`src/rtl/sqrt_share_arbiter_if.sv`:
```
// ---------------------------------------------------------------------------
// sqrt_share_arbiter_if
//   Bundles the requester-side and sqrt-unit-side signals of the shared
//   square-root arbiter.
//
//   Requester side : req_valid, req_data  -> arbiter
//                    req_ready, resp_valid, resp_data, resp_err <- arbiter
//   Sqrt-unit side : sqrt_start, sqrt_in  <- arbiter
//                    sqrt_done, sqrt_out  -> arbiter
//   Status         : busy                 <- arbiter
//
//   modport slave  : the arbiter's view
//   modport master : the environment's view (requesters plus the sqrt unit)
// ---------------------------------------------------------------------------
interface sqrt_share_arbiter_if #(
  parameter int NUM_REQ = 4,
  parameter int IN_W    = 48,
  parameter int OUT_W   = 32
);
  logic [NUM_REQ-1:0]      req_valid;
  logic [NUM_REQ*IN_W-1:0] req_data;
  logic [NUM_REQ-1:0]      req_ready;
  logic [NUM_REQ-1:0]      resp_valid;
  logic [OUT_W-1:0]        resp_data;
  logic                    resp_err;
  logic                    sqrt_start;
  logic [IN_W-1:0]         sqrt_in;
  logic                    sqrt_done;
  logic [OUT_W-1:0]        sqrt_out;
  logic                    busy;

  modport slave (
    input  req_valid, req_data, sqrt_done, sqrt_out,
    output req_ready, resp_valid, resp_data, resp_err,
           sqrt_start, sqrt_in, busy
  );

  modport master (
    output req_valid, req_data, sqrt_done, sqrt_out,
    input  req_ready, resp_valid, resp_data, resp_err,
           sqrt_start, sqrt_in, busy
  );
endinterface

```
`src/rtl/sqrt_share_arbiter.sv`:
```
// ---------------------------------------------------------------------------
// sqrt_share_arbiter
//   Shares one non-pipelined iterative square-root unit among NUM_REQ
//   requesters (brightness- and chromaticity-distortion stages).
//   Requesters are served round-robin, one operation at a time. Each
//   operation issues a single start pulse, waits for the unit's done pulse
//   under a watchdog, and returns the root to the owning requester only.
//   A zero radicand is answered directly without starting the unit.
//
// Ports
//   clk            clock
//   rst            synchronous, active-high reset
//   bus.req_valid  per-requester request strobe, held until accepted
//   bus.req_data   radicands, requester i at [i*IN_W +: IN_W]
//   bus.req_ready  one-hot accept pulse (combinational, IDLE only)
//   bus.resp_valid one-hot one-cycle result pulse to the owner (registered)
//   bus.resp_data  root, meaningful only with resp_valid (registered)
//   bus.resp_err   watchdog expired for this response (registered)
//   bus.sqrt_start one-cycle start pulse to the unit (registered)
//   bus.sqrt_in    radicand to the unit, stable from ISSUE through WAIT
//   bus.sqrt_done  unit completion pulse
//   bus.sqrt_out   unit result, valid with sqrt_done
//   bus.busy       high whenever the FSM is not IDLE (combinational)
// ---------------------------------------------------------------------------
module sqrt_share_arbiter #(
  parameter int NUM_REQ = 4,
  parameter int IN_W    = 48,
  parameter int OUT_W   = 32,
  parameter int TIMEOUT = 255
) (
  input  logic                 clk,
  input  logic                 rst,
  sqrt_share_arbiter_if.slave  bus
);

  localparam int          GW = (NUM_REQ > 1) ? $clog2(NUM_REQ) : 1;
  localparam int          CW = 16;
  localparam int unsigned NR = NUM_REQ;

  localparam logic [GW-1:0]      LAST_IDX  = GW'(NUM_REQ - 1);
  localparam logic [CW-1:0]      CNT_LIMIT = CW'(TIMEOUT - 1);
  localparam logic [NUM_REQ-1:0] ONE_HOT0  = {{(NUM_REQ-1){1'b0}}, 1'b1};

  localparam logic [1:0] S_IDLE  = 2'd0;
  localparam logic [1:0] S_ISSUE = 2'd1;
  localparam logic [1:0] S_WAIT  = 2'd2;
  localparam logic [1:0] S_RESP  = 2'd3;

  logic [1:0]         state;
  logic [GW-1:0]      last_grant;
  logic [GW-1:0]      owner;
  logic [CW-1:0]      wd_cnt;

  logic [GW-1:0]      grant;
  logic               grant_vld;
  logic [IN_W-1:0]    grant_data;
  int unsigned        scan_idx;

  logic [NUM_REQ-1:0] resp_valid_q;
  logic [OUT_W-1:0]   resp_data_q;
  logic               resp_err_q;
  logic               sqrt_start_q;
  logic [IN_W-1:0]    sqrt_in_q;

  // Round-robin pick: scan upward from last_grant+1, wrapping, and take the
  // first requester that is currently valid. Offsets run 1..NUM_REQ so the
  // previous owner is considered last.
  always_comb begin
    grant     = last_grant;
    grant_vld = 1'b0;
    scan_idx  = 0;
    for (int unsigned k = 1; k <= NR; k++) begin
      scan_idx = 32'(last_grant) + k;
      if (scan_idx >= NR) begin
        scan_idx = scan_idx - NR;
      end
      if (!grant_vld && bus.req_valid[GW'(scan_idx)]) begin
        grant     = GW'(scan_idx);
        grant_vld = 1'b1;
      end
    end
  end

  // Radicand of the selected requester.
  always_comb begin
    grant_data = '0;
    for (int unsigned i = 0; i < NR; i++) begin
      if (grant == GW'(i)) begin
        grant_data = bus.req_data[i*IN_W +: IN_W];
      end
    end
  end

  assign bus.req_ready  = (state == S_IDLE && grant_vld) ? (ONE_HOT0 << grant) : '0;
  assign bus.busy       = (state != S_IDLE);
  assign bus.resp_valid = resp_valid_q;
  assign bus.resp_data  = resp_data_q;
  assign bus.resp_err   = resp_err_q;
  assign bus.sqrt_start = sqrt_start_q;
  assign bus.sqrt_in    = sqrt_in_q;

  // The registered outputs are loaded on the transition into the state in
  // which they must be visible: sqrt_start on IDLE->ISSUE, the response
  // fields on IDLE->RESP (zero bypass) or WAIT->RESP. Pulses default low.
  always_ff @(posedge clk) begin
    if (rst) begin
      state        <= S_IDLE;
      last_grant   <= LAST_IDX;
      owner        <= '0;
      wd_cnt       <= '0;
      resp_valid_q <= '0;
      resp_data_q  <= '0;
      resp_err_q   <= 1'b0;
      sqrt_start_q <= 1'b0;
      sqrt_in_q    <= '0;
    end else begin
      sqrt_start_q <= 1'b0;
      resp_valid_q <= '0;
      resp_err_q   <= 1'b0;

      case (state)
        S_IDLE: begin
          if (grant_vld) begin
            owner <= grant;
            if (grant_data == '0) begin
              // sqrt(0) = 0: answer directly, the unit is never started.
              resp_valid_q <= ONE_HOT0 << grant;
              resp_data_q  <= '0;
              state        <= S_RESP;
            end else begin
              sqrt_in_q    <= grant_data;
              sqrt_start_q <= 1'b1;
              state        <= S_ISSUE;
            end
          end
        end

        S_ISSUE: begin
          wd_cnt <= '0;
          state  <= S_WAIT;
        end

        S_WAIT: begin
          // A done that lands on the limit cycle still counts as success.
          if (bus.sqrt_done) begin
            resp_valid_q <= ONE_HOT0 << owner;
            resp_data_q  <= bus.sqrt_out;
            state        <= S_RESP;
          end else if (wd_cnt == CNT_LIMIT) begin
            resp_valid_q <= ONE_HOT0 << owner;
            resp_data_q  <= '0;
            resp_err_q   <= 1'b1;
            state        <= S_RESP;
          end else begin
            wd_cnt <= wd_cnt + CW'(1);
          end
        end

        S_RESP: begin
          last_grant <= owner;
          state      <= S_IDLE;
        end

        default: begin
          state <= S_IDLE;
        end
      endcase
    end
  end

endmodule

```
`src/flat_wrapper.sv`:
```
// flat-port wrapper written by rule: the top's interface ports become plain ports
module sqrt_share_arbiter_flat 
#(
  parameter int NUM_REQ = 4,
  parameter int IN_W    = 48,
  parameter int OUT_W   = 32,
  parameter int TIMEOUT = 255
)
  (clk, rst, bus_req_valid, bus_req_data, bus_sqrt_done, bus_sqrt_out, bus_req_ready, bus_resp_valid, bus_resp_data, bus_resp_err, bus_sqrt_start, bus_sqrt_in, bus_busy);
  sqrt_share_arbiter_if #(.NUM_REQ(NUM_REQ), .IN_W(IN_W), .OUT_W(OUT_W)) bus_i ();
  input  logic clk;
  input  logic rst;
  input wire logic [$bits(bus_i.req_valid)-1:0] bus_req_valid;
  input wire logic [$bits(bus_i.req_data)-1:0] bus_req_data;
  input wire logic [$bits(bus_i.sqrt_done)-1:0] bus_sqrt_done;
  input wire logic [$bits(bus_i.sqrt_out)-1:0] bus_sqrt_out;
  output wire logic [$bits(bus_i.req_ready)-1:0] bus_req_ready;
  output wire logic [$bits(bus_i.resp_valid)-1:0] bus_resp_valid;
  output wire logic [$bits(bus_i.resp_data)-1:0] bus_resp_data;
  output wire logic [$bits(bus_i.resp_err)-1:0] bus_resp_err;
  output wire logic [$bits(bus_i.sqrt_start)-1:0] bus_sqrt_start;
  output wire logic [$bits(bus_i.sqrt_in)-1:0] bus_sqrt_in;
  output wire logic [$bits(bus_i.busy)-1:0] bus_busy;
  assign bus_i.req_valid = bus_req_valid;
  assign bus_i.req_data = bus_req_data;
  assign bus_i.sqrt_done = bus_sqrt_done;
  assign bus_i.sqrt_out = bus_sqrt_out;
  assign bus_req_ready = bus_i.req_ready;
  assign bus_resp_valid = bus_i.resp_valid;
  assign bus_resp_data = bus_i.resp_data;
  assign bus_resp_err = bus_i.resp_err;
  assign bus_sqrt_start = bus_i.sqrt_start;
  assign bus_sqrt_in = bus_i.sqrt_in;
  assign bus_busy = bus_i.busy;
  sqrt_share_arbiter #(.NUM_REQ(NUM_REQ), .IN_W(IN_W), .OUT_W(OUT_W), .TIMEOUT(TIMEOUT)) u_core (.clk(clk), .rst(rst), .bus(bus_i));
endmodule
```
`config.mk`:
```
export PLATFORM = sky130hd
export DESIGN_NAME = sqrt_share_arbiter_flat
export DESIGN_NICKNAME = d
export VERILOG_FILES = /design/src/rtl/sqrt_share_arbiter_if.sv /design/src/rtl/sqrt_share_arbiter.sv /design/src/flat_wrapper.sv
export SDC_FILE = /design/constraint.sdc
export NUM_CORES = 1
export LEC_CHECK = 0
export ABC_AREA = 1
export BUFFER_PORTS_ARGS = -buffer_cell sky130_fd_sc_hd__clkbuf_2
export CORE_MARGIN = 1.5
export CORE_UTILIZATION = 40
export DETAILED_ROUTE_END_ITERATION = 12
export GPL_TIMING_DRIVEN = 0
export PLACE_DENSITY = 0.71
export SLEW_MARGIN = 5
export SYNTH_ARGS = -nofsm -noshare
export SYNTH_HDL_FRONTEND = slang
export SYNTH_SLANG_ARGS = --single-unit
```
`constraint.sdc`:
```
create_clock -name clk -period 3.2 [get_ports clk]
set_input_delay 0.48 -clock clk [delete_from_list [all_inputs] [get_ports clk]]
set_output_delay 0.48 -clock clk [all_outputs]
set_load 0.01 [all_outputs]
```
# Word level (Yosys, flattened, before mapping)
# Index checks and enable logic that the tools add are counted.
# Widths: inputs -> output; s select.
# word_totals
ff_bits	108
out_inout_bits	91
# op_classes
add_sub_neg	9
magnitude_cmp	8
eq_ne	12
shift	2
n_mux	45
bitwise_logic	4
n_reduce_logical	20
# op_table
operator	count
$mux 48	4
$mux 32	4
$pmux 32 s2	1
$logic_not 48->1	1
$mux 16	2
$pmux 16 s2	1
$mux 2	12
$mux 4	5
$add 16x1->16 const B	1
$eq 16x8->1 const B	1
$lt 2x3->1 const B	4
$mux 1	10
$ge 3x3->1 const B	3
$bmux 1 s2	4
$eq 2x2->1 const B	4
$pmux 2 s4	1
$pmux 4 s2	1
$shl 1x2->4 const A	2
$sub 2x1->2 const B	4
$add 2x2->3 const B	2
$ne 2x2->1 const B	3
$reduce_and 3->1	2
$reduce_bool 2->1	3
$reduce_or 3->1	2
12 further kinds	23

# Depth between registers and ports, before layout
# Gate-level depths: netlist of run 1.
# depth
word_depth	24
depth_mapped	27

# Least setup slack after synthesis of run 1
# OpenSTA, ideal clock, no wires.
# synth_path
path_type	reg-to-reg
from	register u_core.last_grant[0]
to	register u_core.sqrt_in_q[25] (netlist: u_core.bus.sqrt_in[25])
t_arrival_ns	2.658
slack_ns	0.430
stages_incl_launch_ff	26
synth_period_minus_slack_ns	2.770
path_cell_list	dfxtp_1 > buf_2 > nand2_1 > nand2_2 > nand2_2 > nand2_2 > inv_2 > nand3_1 > nand2_1 > nand2_2 > inv_2 > buf_1 > nand3_1 > nand3_1 > nor2_1 > nand2_1 > nor2_1 > nand2_1 > nor2_4 > nand3_2 > nand2_1 > inv_2 > buf_6 > buf_6 > nor2_1 > nor2_1
# synth_via
elab_chain_cells	23
# synth_lines
element	line	text
start, declared	sqrt_share_arbiter.sv:50	logic [GW-1:0] last_grant;
start signal, assigned	sqrt_share_arbiter.sv:160	last_grant <= owner;
$add 2x1->3	sqrt_share_arbiter.sv:73	scan_idx = 32'(last_grant) + k;
$ge 3x3->1 or $sub 2x1->2 (tied branches)	sqrt_share_arbiter.sv:74, sqrt_share_arbiter.sv:75	
$mux 2	sqrt_share_arbiter.sv:74	if (scan_idx >= NR) begin
$bmux 1 s2	sqrt_share_arbiter.sv:77	if (!grant_vld && bus.req_valid[GW'(scan_idx)]) begin
$mux 1 (implied by the code)	sqrt_share_arbiter.sv:77	
$mux 1	sqrt_share_arbiter.sv:77	
$logic_not 1->1	sqrt_share_arbiter.sv:77	
$logic_and 1x1->1	sqrt_share_arbiter.sv:77	
[4 not listed]	-	
$logic_not 1->1	sqrt_share_arbiter.sv:77	
$logic_and 1x1->1	sqrt_share_arbiter.sv:77	
$mux 2	sqrt_share_arbiter.sv:77	
$logic_not 2->1	sqrt_share_arbiter.sv:88	if (grant == GW'(i)) begin
$mux 48 (4 in series)	sqrt_share_arbiter.sv:88	
$logic_not 48->1	sqrt_share_arbiter.sv:125	if (grant_data == '0) begin
$not 1->1 (no source line)	-	
$reduce_and 3->1 (no source line)	-	
end signal, assigned	sqrt_share_arbiter.sv:131	sqrt_in_q <= grant_data;
end, declared	sqrt_share_arbiter.sv:63	logic [IN_W-1:0] sqrt_in_q;
# Parallel ways exist; a longest one is shown, timed or not. The select of a mux whose other input is x is not followed.
# A chain may end at the register's enable or synchronous reset.

# Worst setup path in the final report of run 1
# layout_path
from	register u_core.last_grant[0]
to	register u_core.sqrt_in_q[33] (netlist: u_core.bus.sqrt_in[33])
# The elaborated chain is that of the path after synthesis.

==> impl_metrics.prom, run 1 <==
# TYPE chip_impl_metric gauge
chip_impl_metric{name="synth.yosys.warnings",unit=""} 0
chip_impl_metric{name="die_w",unit="microns"} 132
chip_impl_metric{name="fp.dieH",unit="microns"} 132
chip_impl_info{name="dominant_synthesized_flop_cell",value="sky130_fd_sc_hd__dfxtp_1"} 1
chip_impl_metric{name="timing.final.setup_violations",unit=""} 0
chip_impl_metric{name="h_tree_levels",unit=""} 3
chip_impl_metric{name="globalRoute.totalOverflow",unit=""} 0
chip_impl_info{name="min_from",value="bus_sqrt_done"} 1
chip_impl_metric{name="min_period_over_period",unit=""} 0.991
chip_impl_metric{name="num_vias",unit=""} 8538
chip_impl_metric{name="postSynthNetCount",unit=""} 1381
chip_impl_metric{name="switching_share",unit=""} 0.510
chip_impl_info{name="cts_tree",value="built"} 1
chip_impl_metric{name="detail_route.drc_violations",unit=""} 0
chip_impl_metric{name="cp_data_arrival_time",unit="ns"} 3.43
chip_impl_metric{name="clock.fmax",unit="MHz"} 315
chip_impl_metric{name="number_of_antenna_violations_at_the_first_check_in_global_routing",unit=""} 1
chip_impl_metric{name="die-area",unit="sq um"} 17300
chip_impl_metric{name="report.final.slew_viol_count",unit=""} 0
chip_impl_metric{name="cts.hold.buffers_added",unit=""} 0
chip_impl_info{name="hold_path.class",value="primary input to flop"} 1
chip_impl_metric{name="syn_inst",unit=""} 1144
chip_impl_metric{name="ant_nets",unit=""} 0
chip_impl_metric{name="synth.yosys.seq_area_share",unit=""} 0.326
chip_impl_metric{name="post_synth_instance_area",unit="sq um"} 6630
chip_impl_metric{name="worst-slew-pin-transition",unit="ns"} 0.809
chip_impl_info{name="cts_root_buffer_type",value="sky130_fd_sc_hd__clkbuf_16"} 1
chip_impl_metric{name="firstDrtPassIters",unit=""} 6
chip_impl_metric{name="initial_core_util",unit=""} 0.413
chip_impl_info{name="layout.cells.most_common",value="sky130_fd_sc_hd__clkbuf_2"} 1
chip_impl_metric{name="worst_setup_hold_path_clk_slew",unit="ns"} 0.08
chip_impl_metric{name="postSynthRegisterBits",unit=""} 108
chip_impl_metric{name="power.clock.fraction",unit=""} 0.109
chip_impl_info{name="criticalPathCategory",value="flop to flop"} 1
chip_impl_metric{name="critical_path_peak_fanout",unit=""} 10
chip_impl_metric{name="cts-buffers-inserted",unit=""} 9
chip_impl_metric{name="p_leak",unit="uW"} 0.00535
chip_impl_metric{name="net-switching-power",unit="uW"} 5790
chip_impl_info{name="critical_path.startpoint_type",value="flop"} 1
chip_impl_metric{name="power.share.combinational",unit=""} 0.702
chip_impl_metric{name="area.growth.synth_to_final",unit="%"} 46.5
chip_impl_metric{name="power_report.internal_total",unit="uW"} 5570
chip_impl_metric{name="clkSinkCount",unit=""} 108
chip_impl_metric{name="detailed_place_hpwl",unit="microns"} 20300
chip_impl_metric{name="dpl.cell_count",unit=""} 1681
chip_impl_metric{name="synth_area_per_cell",unit="sq um"} 5.79
chip_impl_metric{name="grt_usage",unit=""} 0.287
chip_impl_metric{name="netlist-cell-type-count",unit=""} 27
chip_impl_metric{name="maximum_ir_drop_on_the_vdd_rail",unit="uV"} 647
chip_impl_metric{name="design_power_total",unit="uW"} 11400
chip_impl_info{name="crit_path_from",value="u_core.last_grant[0]$_SDFFE_PP1N_"} 1
chip_impl_metric{name="clock_path_buffers",unit=""} 2
chip_impl_metric{name="placeableCoreArea",unit="sq um"} 16100
chip_impl_metric{name="cell_rows",unit=""} 46
chip_impl_metric{name="finalWorstPathRequiredPeriod",unit="ns"} 3.17
chip_impl_metric{name="portBuffers",unit=""} 321
chip_impl_metric{name="synth_edf_count",unit=""} 0
chip_impl_metric{name="first_global_vias",unit=""} 7714
chip_impl_info{name="reg2reg_from",value="u_core.last_grant[0]$_SDFFE_PP1N_"} 1
chip_impl_info{name="layout_common_cells",value="sky130_fd_sc_hd__clkbuf_2 (323), sky130_fd_sc_hd__nand2_1 (307), sky130_fd_sc_hd__nor2_1 (218)"} 1
chip_impl_metric{name="clock_insertion_delay_worst_skew",unit="ns"} 0.36
chip_impl_metric{name="hold_slack",unit="ns"} 0.322
chip_impl_metric{name="ys_async_sr_fraction",unit=""} 0
chip_impl_info{name="setup_repair_after_global_routing_missed_its_margin",value="true"} 1
chip_impl_metric{name="worstPathRequired",unit="ns"} 3.46
chip_impl_metric{name="global_route_wire_length_before_repair",unit="microns"} 39100
chip_impl_metric{name="fin_worst_skew",unit="ns"} 0.00991
chip_impl_metric{name="wl",unit="microns"} 26400
chip_impl_metric{name="maxCapViolCount",unit=""} 0
chip_impl_metric{name="routabilityCongestion",unit=""} 0.939
chip_impl_metric{name="detailedRoute.firstIterationViolations",unit=""} 479
chip_impl_metric{name="power_density",unit="nW/um^2"} 1170
chip_impl_metric{name="avgViaCountPerCell",unit=""} 4.94
chip_impl_info{name="end_kind",value="flop"} 1
chip_impl_metric{name="power_frac_seq",unit=""} 0.189
chip_impl_info{name="status",value="finished, final reports clean"} 1
chip_impl_metric{name="timing_hold_violations_final",unit=""} 0
chip_impl_metric{name="io_pins",unit=""} 322
chip_impl_metric{name="final_net_count",unit=""} 1742
chip_impl_metric{name="finish.cell_count_without_fillers",unit=""} 1727
chip_impl_metric{name="grt_start_max_net_pins",unit=""} 20
chip_impl_metric{name="slew-limit-headroom",unit=""} 0.461
chip_impl_metric{name="route.detailed.wl_per_inst",unit="microns"} 15.3
chip_impl_metric{name="layout-drive-gt1-share",unit=""} 0.359
critical path: stages (launching register included):
cell and delay, ns:
sky130_fd_sc_hd__dfxtp_2 0.33, sky130_fd_sc_hd__inv_2 0.05, sky130_fd_sc_hd__buf_6 0.15, sky130_fd_sc_hd__nand2_2 0.06, sky130_fd_sc_hd__nand2_2 0.09, sky130_fd_sc_hd__nand2_1 0.06, sky130_fd_sc_hd__nand2_1 0.15, sky130_fd_sc_hd__nand3_2 0.13
sky130_fd_sc_hd__nand2_2 0.10, sky130_fd_sc_hd__nand2_4 0.09, sky130_fd_sc_hd__inv_4 0.10, sky130_fd_sc_hd__nor2_2 0.07, sky130_fd_sc_hd__buf_4 0.18, sky130_fd_sc_hd__nand2_1 0.14, sky130_fd_sc_hd__nand3_2 0.11, sky130_fd_sc_hd__nor2_4 0.15
sky130_fd_sc_hd__nand2_1 0.07, sky130_fd_sc_hd__nor2_1 0.10, sky130_fd_sc_hd__nand2_1 0.09, sky130_fd_sc_hd__nor2_4 0.15, sky130_fd_sc_hd__nand3_4 0.11, sky130_fd_sc_hd__nand2_4 0.09, sky130_fd_sc_hd__inv_6 0.06, sky130_fd_sc_hd__buf_8 0.14
sky130_fd_sc_hd__buf_12 0.14, sky130_fd_sc_hd__nor2_2 0.09, sky130_fd_sc_hd__nor2_1 0.05
registers in the layout (all words and copies together) (netlist names):
name,count
u_core.wd_cnt,16
u_core.bus.sqrt_in,48
u_core.last_grant,2
u_core.state,2
u_core.bus.resp_err,1
u_core.bus.sqrt_start,1
u_core.bus.resp_data,32
u_core.bus.resp_valid,4
u_core.owner,2
metal layers:
layer | GRT usage | part of all wire | up-vias
met5 | 0 | 0 | -
met4 | 0.135 | 0.045 | 0
met3 | 0.0814 | 0.086 | 74
met2 | 0.483 | 0.47 | 433
met1 | 0.337 | 0.40 | 3755
li1 | - | - | 4276
power groups by stage:
stage / logic, uW / clock network [uW] / registers (uW)
4_1_cts: 6920 / 1260 / 2120
6_report: 7980 / 1240 / 2140
3_5_place_dp: 6450 / 0 / 2140
5_1_grt: 8770 / 1310 / 2190
3_3_place_gp: 6420 / 0 / 2120
2_1_floorplan: 4130 / 0 / 2310
cell families (layout without fill, tap and decap cells):
kind of cell | count (synthesis) | count (layout) | synth area share
buffers and inverters | 180 | 546 | 0.117
adder cells (fa/ha/maj) | 6 | 6 | 0.0113
AO/OA/AOI/OAI | 60 | 60 | 0.0463
other | 0 | 1 | 0
flip-flops | 108 | 108 | 0.326
AND/OR/NAND/NOR | 790 | 790 | 0.500
per-stage QoR:
stage | util | setup WS (ns) | cell area, sq um | TNS (ns)
global route | 0.605 | -0.209 | 9710 | -13.22
global placement | 0.530 | -0.444 | 8500 | -29.74
detailed placement | 0.530 | -0.482 | 8500 | -33.65
CTS | 0.567 | 0.00303 | 9110 | 0
floorplan | - | 0.430 | 6630 | 0
finish | 0.605 | 0.0283 | 9710 | 0
layout make-up:
type | instances | area, sq um
multi-input cells | 856 | 4140
clock inverters | 7 | 96.3
inverters | 119 | 457
plain buffers | 60 | 473
flip-flops and latches | 108 | 2170
clock buffers | 9 | 225
well taps | 216 | 270
fillers | 1636 | 6350
diodes | 1 | 2.50
repair buffers | 351 | 1880
worst paths after layout:
kind                                              end  slack [ns]  cells past startpoint
hold reg to reg         u_core.wd_cnt[0]$_SDFFE_PP0P_        0.46                      1
setup / recovery  u_core.bus.sqrt_in[33]$_SDFFE_PP0P_        0.03                     26
hold / removal         u_core.bus.resp_err$_SDFF_PP0_        0.32                      2
setup reg to reg  u_core.bus.sqrt_in[33]$_SDFFE_PP0P_        0.03                     26
synthesized netlist by cell type (all sizes together) (2+ instances only):
cell	n	area, sq um
a31oi	2	12.5
a21oi	45	225
dfxtp	108	2160
o21ai	11	55.1
clkbuf	21	78.8
nor3	11	55.1
inv	118	443
nand3	129	661
nand4	32	200
nand2	331	1280
buf	40	246
nor2	285	1100
ha	6	75.1
timing repair:
item	in CTS	in global routing
pin swaps	16	42
endpoints found under the setup margin	87	86
buffers inserted	14	11
gates resized for setup	65	147
cloned	1	4
hold endpoints to repair	0	0
Power figures use the tool's default switching activity.
==> run 2: changes to the inputs <==
--- a/config.mk
+++ b/config.mk
@@ -5,13 +5,14 @@
 export SDC_FILE = /design/constraint.sdc
 export NUM_CORES = 1
 export LEC_CHECK = 0
-export ABC_AREA = 1
+export ABC_AREA = 0
 export BUFFER_PORTS_ARGS = -buffer_cell sky130_fd_sc_hd__clkbuf_2
 export CORE_MARGIN = 1.5
 export CORE_UTILIZATION = 40
 export DETAILED_ROUTE_END_ITERATION = 12
 export GPL_TIMING_DRIVEN = 0
 export PLACE_DENSITY = 0.71
+export SETUP_SLACK_MARGIN = 0.05
 export SLEW_MARGIN = 5
 export SYNTH_ARGS = -nofsm -noshare
 export SYNTH_HDL_FRONTEND = slang
==> run 2 against run 1 <==
Against the previous run:
- via count fell by 4.3%
- combinational power fell by 81%
- cell area fell by 7.9%
- critical path depth fell by 15
- setup slack improved by 0.098 ns
- synthesized area rose by 0.81%
- sequential cell count did not move
- hold slack barely moved
- register-to-register slack improved by 0.098 ns
- wire length rose by 6.8%
- core utilization fell by 6.2 points
- largest power group is now sequential cells
==> impl_metrics.prom, run 2 <==
# TYPE chip_impl_metric gauge
chip_impl_info{name="status",value="finished, final reports clean"} 1
chip_impl_metric{name="post_synth_mux_area_share",unit=""} 0.0554
chip_impl_metric{name="synth_adder_area_share",unit=""} 0.0112
chip_impl_metric{name="worstPathRequired",unit="ns"} 3.43
chip_impl_info{name="critical_path.startpoint_type",value="flop"} 1
chip_impl_metric{name="p_leak",unit="uW"} 0.00409
chip_impl_metric{name="cp_data_arrival_time",unit="ns"} 3.30
chip_impl_metric{name="netlist-cell-type-count",unit=""} 47
chip_impl_metric{name="worst_setup_hold_path_clk_slew",unit="ns"} 0.08
chip_impl_info{name="synth_top_family_by_area",value="simple AND/OR/NAND/NOR gates"} 1
chip_impl_metric{name="slew-limit-headroom",unit=""} 0.423
chip_impl_metric{name="grt_start_max_net_pins",unit=""} 20
chip_impl_metric{name="place_ws",unit="ns"} -0.459
chip_impl_metric{name="synth.top_cell.area_share",unit=""} 0.324
chip_impl_metric{name="initial_core_util",unit=""} 0.406
chip_impl_metric{name="postSynthRegisterBits",unit=""} 108
chip_impl_metric{name="synth_edf_count",unit=""} 0
chip_impl_metric{name="detailedRoute.firstIterationViolations",unit=""} 721
chip_impl_metric{name="final_net_count",unit=""} 1451
chip_impl_metric{name="globalRoute.totalOverflow",unit=""} 0
chip_impl_metric{name="cts-buffers-inserted",unit=""} 9
chip_impl_metric{name="design_power_total",unit="uW"} 4230
chip_impl_metric{name="detail_route.drc_violations",unit=""} 0
chip_impl_metric{name="die_w",unit="microns"} 132
chip_impl_metric{name="detailed_place_hpwl",unit="microns"} 22500
chip_impl_metric{name="largest_register_ff_count",unit=""} 48
chip_impl_info{name="highest_metal_layer_with_signal_wires",value="met4"} 1
chip_impl_metric{name="postSynthNetCount",unit=""} 1115
chip_impl_metric{name="finalWorstPathRequiredPeriod",unit="ns"} 3.07
chip_impl_info{name="cts_tree",value="built"} 1
chip_impl_metric{name="maximum_ir_drop_on_the_vdd_rail",unit="uV"} 269
chip_impl_metric{name="ys_async_sr_fraction",unit=""} 0
chip_impl_metric{name="portBuffers",unit=""} 321
chip_impl_info{name="layout_common_cells",value="sky130_fd_sc_hd__clkbuf_2 (328), sky130_fd_sc_hd__nand2_1 (131), sky130_fd_sc_hd__dfxtp_1 (108)"} 1
chip_impl_info{name="layout.cells.most_common",value="sky130_fd_sc_hd__clkbuf_2"} 1
chip_impl_info{name="synthDominantAreaCellType",value="sky130_fd_sc_hd__dfxtp_1"} 1
chip_impl_metric{name="clock_path_buffers",unit=""} 2
chip_impl_metric{name="min_period_over_period",unit=""} 0.960
chip_impl_metric{name="firstDrtPassIters",unit=""} 5
chip_impl_metric{name="finalCoreUtilization",unit=""} 0.543
chip_impl_metric{name="wl",unit="microns"} 28100
chip_impl_metric{name="met3RoutedLength",unit="microns"} 2620
chip_impl_metric{name="avgViaCountPerCell",unit=""} 5.68
chip_impl_metric{name="cell_rows",unit=""} 47
chip_impl_info{name="dominant_synthesized_flop_cell",value="sky130_fd_sc_hd__dfxtp_1"} 1
chip_impl_metric{name="maxCapViolCount",unit=""} 0
chip_impl_metric{name="worst-slew-pin-transition",unit="ns"} 0.858
chip_impl_metric{name="post_synth_xor_area_fraction",unit=""} 0.0184
chip_impl_metric{name="antenna-diode-count",unit=""} 0
chip_impl_info{name="synthMostInstantiatedCell",value="sky130_fd_sc_hd__nand2_1"} 1
chip_impl_metric{name="area.growth.synth_to_final",unit="%"} 33.8
chip_impl_metric{name="fin_worst_skew",unit="ns"} 0.00813
chip_impl_metric{name="fp.dieH",unit="microns"} 132
chip_impl_info{name="synth_top_cells_by_area",value="sky130_fd_sc_hd__dfxtp_1 (32%), sky130_fd_sc_hd__nand2_1 (7.4%), sky130_fd_sc_hd__nand2b_1 (7.2%), sky130_fd_sc_hd__a211oi_1 (6.0%), sky130_fd_sc_hd__mux2i_1 (5.5%)"} 1
chip_impl_metric{name="met1_length",unit="microns"} 11100
chip_impl_metric{name="synth_area_per_cell",unit="sq um"} 7.61
chip_impl_metric{name="placeableCoreArea",unit="sq um"} 16500
chip_impl_metric{name="h_tree_levels",unit=""} 3
chip_impl_metric{name="num_vias",unit=""} 8167
chip_impl_info{name="setup_repair_after_global_routing_missed_its_margin",value="true"} 1
chip_impl_metric{name="ant_nets",unit=""} 0
chip_impl_info{name="criticalPathCategory",value="flop to flop"} 1
chip_impl_info{name="synth.cells.most_frequent",value="sky130_fd_sc_hd__nand2_1 (131), sky130_fd_sc_hd__dfxtp_1 (108), sky130_fd_sc_hd__nand2b_1 (77), sky130_fd_sc_hd__nand3_1 (67), sky130_fd_sc_hd__clkbuf_1 (64)"} 1
chip_impl_metric{name="met2RoutedLength",unit="microns"} 13200
chip_impl_metric{name="postLayoutSetupSlackWorst",unit="ns"} 0.127
chip_impl_info{name="cts_root_buffer_type",value="sky130_fd_sc_hd__clkbuf_16"} 1
chip_impl_metric{name="synth.yosys.seq_area_share",unit=""} 0.324
chip_impl_metric{name="layout-drive-gt1-share",unit=""} 0.305
chip_impl_metric{name="clock_insertion_delay_worst_skew",unit="ns"} 0.36
chip_impl_metric{name="synth.yosys.warnings",unit=""} 0
chip_impl_metric{name="global_route_wire_length_before_repair",unit="microns"} 41800
chip_impl_metric{name="route.detailed.wl_per_inst",unit="microns"} 19.6
chip_impl_metric{name="post_synth_instance_area",unit="sq um"} 6680
chip_impl_metric{name="routabilityCongestion",unit=""} 0.953
chip_impl_info{name="end_kind",value="flop"} 1
chip_impl_metric{name="first_global_vias",unit=""} 7546
chip_impl_metric{name="post_synthesis_compound_gate_area_fraction",unit=""} 0.190
chip_impl_metric{name="grt_usage",unit=""} 0.306
chip_impl_metric{name="power_density",unit="nW/um^2"} 474
chip_impl_info{name="hold_path.class",value="primary input to flop"} 1
chip_impl_metric{name="timing.final.setup_violations",unit=""} 0
chip_impl_metric{name="die-area",unit="sq um"} 17500
chip_impl_metric{name="syn_inst",unit=""} 878
chip_impl_metric{name="number_of_antenna_violations_at_the_first_check_in_global_routing",unit=""} 0
chip_impl_metric{name="timing_hold_violations_final",unit=""} 0
chip_impl_metric{name="report.final.slew_viol_count",unit=""} 0
chip_impl_metric{name="clock.fmax",unit="MHz"} 325
chip_impl_metric{name="clkSinkCount",unit=""} 108
chip_impl_metric{name="synth-simple-area-share",unit=""} 0.342
chip_impl_metric{name="io_pins",unit=""} 322
chip_impl_metric{name="layout_fillers",unit=""} 1637
chip_impl_metric{name="critical_path_peak_fanout",unit=""} 10
[run 2: final timing paths]
kind | startpoint | endpoint | slack (ns) | cells past startpoint
hold reg to reg | u_core.bus.sqrt_in[29]$_SDFFE_PP0P_ | u_core.bus.sqrt_in[29]$_SDFFE_PP0P_ | 0.47 | 2
setup / recovery | u_core.last_grant[0]$_SDFFE_PP1N_ | u_core.bus.sqrt_in[35]$_SDFFE_PP0P_ | 0.13 | 11
setup reg to reg | u_core.last_grant[0]$_SDFFE_PP1N_ | u_core.bus.sqrt_in[35]$_SDFFE_PP0P_ | 0.13 | 11
hold / removal | bus_sqrt_done | u_core.bus.resp_err$_SDFF_PP0_ | 0.32 | 2
[run 2: per-layer routing]
metal,up-vias,track usage
li1,3876,-
met1,3679,0.364
met4,0,0.145
met2,513,0.529
met5,-,0
met3,99,0.0611
[run 2: where the power goes]
part / total [uW] / internal [uW] / switching, uW
combinational: 1480 / 559 / 920
clock: 1150 / 568 / 582
sequential: 1600 / 1500 / 102
total: 4230 / 2630 / 1600
[run 2: critical path: stages (launching register included)]
cell	delay, ns
sky130_fd_sc_hd__dfxtp_1	0.44
sky130_fd_sc_hd__nor2b_1	0.11
sky130_fd_sc_hd__or3_1	0.43
sky130_fd_sc_hd__nand2_1	0.11
sky130_fd_sc_hd__buf_4	0.21
sky130_fd_sc_hd__mux2i_2	0.33
sky130_fd_sc_hd__a221oi_1	0.17
sky130_fd_sc_hd__and4_1	0.22
sky130_fd_sc_hd__buf_4	0.16
sky130_fd_sc_hd__nor2_4	0.25
sky130_fd_sc_hd__clkbuf_1	0.35
sky130_fd_sc_hd__o21ai_0	0.16
[run 2: cell families (layout without fill, tap and decap cells)]
kind of cell,count (synthesis),count (layout)
AND/OR/NAND/NOR,442,442
AO/OA/AOI/OAI,178,178
flip-flops,108,108
buffers and inverters,93,434
multiplexers,37,37
XOR/XNOR,14,14
adder cells (fa/ha/maj),6,6
[run 2: area by class of cell]
class / count / area, sq um / area share
clock inverters: 6 / 57.6 / 0.00644
well taps: 220 / 275 / 0.0308
flip-flops and latches: 108 / 2160 / 0.242
clock buffers: 10 / 239 / 0.0267
multi-input cells: 677 / 4150 / 0.465
plain buffers: 79 / 362 / 0.0405
inverters: 14 / 52.6 / 0.00588
repair buffers: 325 / 1640 / 0.183
[run 2: repair_timing]
item,in CTS,in global routing
setup buffers,2,2
setup endpoints to repair,48,80
gates resized for setup,7,21
pin swaps,1,2
hold buffers,0,0
[run 2: per-stage QoR]
step	area (sq um)	hold slack [ns]	instances	setup TNS [ns]
2_1_floorplan	6680	0.448	878	0
3_3_place_gp	8560	0.460	1419	-16.48
3_5_place_dp	8560	0.466	1419	-17.60
4_1_cts	8880	0.315	1437	0
5_1_grt	8940	0.335	1439	0
6_report	8940	0.322	1439	0
==> run 3: changes to the inputs <==
--- a/config.mk
+++ b/config.mk
@@ -7,6 +7,7 @@
 export LEC_CHECK = 0
 export ABC_AREA = 0
 export BUFFER_PORTS_ARGS = -buffer_cell sky130_fd_sc_hd__clkbuf_2
+export CORE_ASPECT_RATIO = 1.2
 export CORE_MARGIN = 1.5
 export CORE_UTILIZATION = 40
 export DETAILED_ROUTE_END_ITERATION = 12
==> run 3 against run 2 <==
Against the previous run:
- cell count shrank 0.76%
- sequential power is essentially flat
- critical path depth is the same
- wire length grew 4.8%
- sequential cell count is the same
- critical path type unchanged
- highest routed layer unchanged
==> impl_metrics.prom, run 3 (synthesis results as in run 2) <==
# TYPE chip_impl_metric gauge
chip_impl_info{name="critical_path.startpoint_type",value="flop"} 1
chip_impl_metric{name="fin_worst_skew",unit="ns"} 0.00654
chip_impl_metric{name="final_net_count",unit=""} 1447
chip_impl_metric{name="num_vias",unit=""} 8172
chip_impl_metric{name="p_leak",unit="uW"} 0.00407
chip_impl_metric{name="dpl.cell_count",unit=""} 1411
chip_impl_info{name="crit_family",value="simple AND/OR/NAND/NOR gates"} 1
chip_impl_metric{name="cts-buffers-inserted",unit=""} 9
chip_impl_metric{name="globalRoute.totalOverflow",unit=""} 0
chip_impl_metric{name="ant_nets",unit=""} 0
chip_impl_metric{name="power_report.internal_total",unit="uW"} 2680
chip_impl_metric{name="routabilityCongestion",unit=""} 1.01
chip_impl_info{name="hold_path.class",value="primary input to flop"} 1
chip_impl_metric{name="io_pins",unit=""} 322
chip_impl_info{name="worst_path_most_repeated_cell",value="sky130_fd_sc_hd__buf_4"} 1
chip_impl_metric{name="place_ws",unit="ns"} -0.483
chip_impl_metric{name="clkSinkCount",unit=""} 108
chip_impl_metric{name="multi_input_area",unit="sq um"} 4160
chip_impl_metric{name="global_route.usage.met2",unit=""} 0.582
chip_impl_metric{name="power.share.combinational",unit=""} 0.346
chip_impl_metric{name="worstPathRequired",unit="ns"} 3.49
chip_impl_metric{name="timing.critical_path.slowest_cell_delay",unit="ns"} 0.44
chip_impl_metric{name="timing_hold_violations_final",unit=""} 0
chip_impl_metric{name="cell_rows",unit=""} 51
chip_impl_metric{name="power_density",unit="nW/um^2"} 477
chip_impl_info{name="cts_tree",value="built"} 1
chip_impl_metric{name="maxCapViolCount",unit=""} 0
chip_impl_info{name="setup_repair_after_global_routing_missed_its_margin",value="false"} 1
chip_impl_metric{name="initial_core_util",unit=""} 0.411
chip_impl_metric{name="grt_usage",unit=""} 0.325
chip_impl_metric{name="switching_share",unit=""} 0.370
chip_impl_metric{name="route.detailed.wl_per_inst",unit="microns"} 20.7
chip_impl_metric{name="layout-drive-gt1-share",unit=""} 0.304
chip_impl_metric{name="cts.hold.buffers_added",unit=""} 0
chip_impl_metric{name="timing.final.setup_violations",unit=""} 0
chip_impl_metric{name="finalWorstPathRequiredPeriod",unit="ns"} 3.00
chip_impl_metric{name="first_global_vias",unit=""} 7657
chip_impl_info{name="status",value="finished, final reports clean"} 1
chip_impl_metric{name="power_frac_seq",unit=""} 0.379
chip_impl_metric{name="min_period_over_period",unit=""} 0.938
chip_impl_metric{name="postLayoutSetupSlackWorst",unit="ns"} 0.198
chip_impl_info{name="end_kind",value="flop"} 1
chip_impl_metric{name="die_w",unit="microns"} 121
chip_impl_metric{name="layout_fillers",unit=""} 1642
chip_impl_metric{name="clock_path_buffers",unit=""} 2
chip_impl_metric{name="global_route_wire_length_before_repair",unit="microns"} 42700
chip_impl_metric{name="net-switching-power",unit="uW"} 1570
chip_impl_info{name="worstPathCellList",value="nor2b_1 -> or3_1 -> nand2_1 -> buf_4 -> mux2i_2 -> a221oi_2 -> and4_1 -> buf_4 -> a31oi_4 -> buf_4 -> mux2i_1"} 1
chip_impl_metric{name="placeableCoreArea",unit="sq um"} 16300
chip_impl_metric{name="fp.dieH",unit="microns"} 145
chip_impl_info{name="layout.cells.most_common",value="sky130_fd_sc_hd__clkbuf_2"} 1
chip_impl_info{name="criticalPathCategory",value="flop to flop"} 1
chip_impl_metric{name="power.clock.fraction",unit=""} 0.276
chip_impl_metric{name="finish.cell_count_without_fillers",unit=""} 1428
chip_impl_metric{name="detail_route.drc_violations",unit=""} 0
chip_impl_info{name="busiest_layer",value="met2"} 1
chip_impl_metric{name="report.final.slew_viol_count",unit=""} 0
chip_impl_metric{name="worst-slew-pin-transition",unit="ns"} 0.685
chip_impl_metric{name="area.growth.synth_to_final",unit="%"} 33.4
chip_impl_metric{name="largest_register_ff_count",unit=""} 48
chip_impl_metric{name="maximum_ir_drop_on_the_vdd_rail",unit="uV"} 303
chip_impl_metric{name="clock.fmax",unit="MHz"} 333
chip_impl_metric{name="firstDrtPassIters",unit=""} 5
chip_impl_metric{name="number_of_antenna_violations_at_the_first_check_in_global_routing",unit=""} 1
chip_impl_metric{name="critical_path_peak_fanout",unit=""} 19
chip_impl_info{name="cpMaxStageDelayCell",value="sky130_fd_sc_hd__dfxtp_1"} 1
chip_impl_metric{name="avgViaCountPerCell",unit=""} 5.72
chip_impl_metric{name="die-area",unit="sq um"} 17500
chip_impl_metric{name="worst-path-buf-inv",unit=""} 3
chip_impl_metric{name="cp_data_arrival_time",unit="ns"} 3.29
chip_impl_metric{name="clock_insertion_delay_worst_skew",unit="ns"} 0.36
chip_impl_metric{name="globalRouteMet1Util",unit=""} 0.372
chip_impl_metric{name="grt_start_max_net_pins",unit=""} 20
chip_impl_metric{name="wl",unit="microns"} 29500
chip_impl_metric{name="grt.met3_usage",unit=""} 0.0733
chip_impl_metric{name="detailedRoute.firstIterationViolations",unit=""} 637
chip_impl_metric{name="worst_setup_hold_path_clk_slew",unit="ns"} 0.07
chip_impl_metric{name="regArea",unit="sq um"} 2160
chip_impl_metric{name="h_tree_levels",unit=""} 3
chip_impl_info{name="cts_root_buffer_type",value="sky130_fd_sc_hd__clkbuf_16"} 1
chip_impl_metric{name="detailed_place_hpwl",unit="microns"} 24400
chip_impl_metric{name="portBuffers",unit=""} 321
chip_impl_metric{name="slew-limit-headroom",unit=""} 0.539
chip_impl_info{name="layout_common_cells",value="sky130_fd_sc_hd__clkbuf_2 (330), sky130_fd_sc_hd__nand2_1 (131), sky130_fd_sc_hd__dfxtp_1 (108)"} 1
run 3: final cells by class:
cell class | count | area share
timing repair buffer | 323 | 0.182
buffer | 77 | 0.0396
inverter | 14 | 0.00590
antenna | 1 | 0.000281
multi-input combinational | 677 | 0.466
sequential | 108 | 0.243
clock inverter | 6 | 0.00800
clock buffer | 10 | 0.0257
tap | 212 | 0.0298
run 3: metal layers:
layer  vias up  wire length [microns]
met5         -                      0
met4         0                   1240
met3        76                   2480
met2       452                  14500
met1      3768                  11300
li1       3876                      -
run 3: worst paths after layout:
| path | start | endpoint | slack [ns] | depth (start not counted) |
|---|---|---|---|---|
| hold reg to reg | u_core.bus.sqrt_in[30]$_SDFFE_PP0P_ | u_core.bus.sqrt_in[30]$_SDFFE_PP0P_ | 0.47 | 2 |
| setup / recovery | u_core.last_grant[0]$_SDFFE_PP1N_ | u_core.bus.resp_data[31]$_SDFFE_PP0P_ | 0.20 | 11 |
| setup reg to reg | u_core.last_grant[0]$_SDFFE_PP1N_ | u_core.bus.resp_data[31]$_SDFFE_PP0P_ | 0.20 | 11 |
| hold / removal | bus_sqrt_done | u_core.bus.resp_err$_SDFF_PP0_ | 0.31 | 2 |
run 3: metrics by stage:
step / hold slack, ns / setup TNS, ns / instance area, sq um / power (uW) / util
finish: 0.314 / 0 / 8910 / 4250 / 0.548
global route: 0.319 / 0 / 8910 / 4470 / 0.548
CTS: 0.302 / 0 / 8880 / 4240 / 0.546
detailed placement: 0.464 / -21.38 / 8550 / 3070 / 0.526
global placement: 0.459 / -19.93 / 8550 / 3060 / 0.526
floorplan: 0.448 / 0 / 6680 / 2430 / -
run 3: what timing repair did:
item / CTS / global route
setup buffers: 2 / 0
endpoints found under the hold margin: 0 / 0
gates cloned: 0 / 0
pin swaps: 1 / 1
gates resized for setup: 6 / 20
endpoints found under the setup margin: 48 / 82
run 3: power groups by stage:
| stage | Combinational, uW | Sequential [uW] | Clock (uW) |
|---|---|---|---|
| finish | 1470 | 1610 | 1170 |
| global route | 1600 | 1620 | 1240 |
| CTS | 1450 | 1610 | 1190 |
| detailed placement | 1440 | 1640 | 0 |
| global placement | 1430 | 1630 | 0 |
| floorplan | 744 | 1680 | 0 |
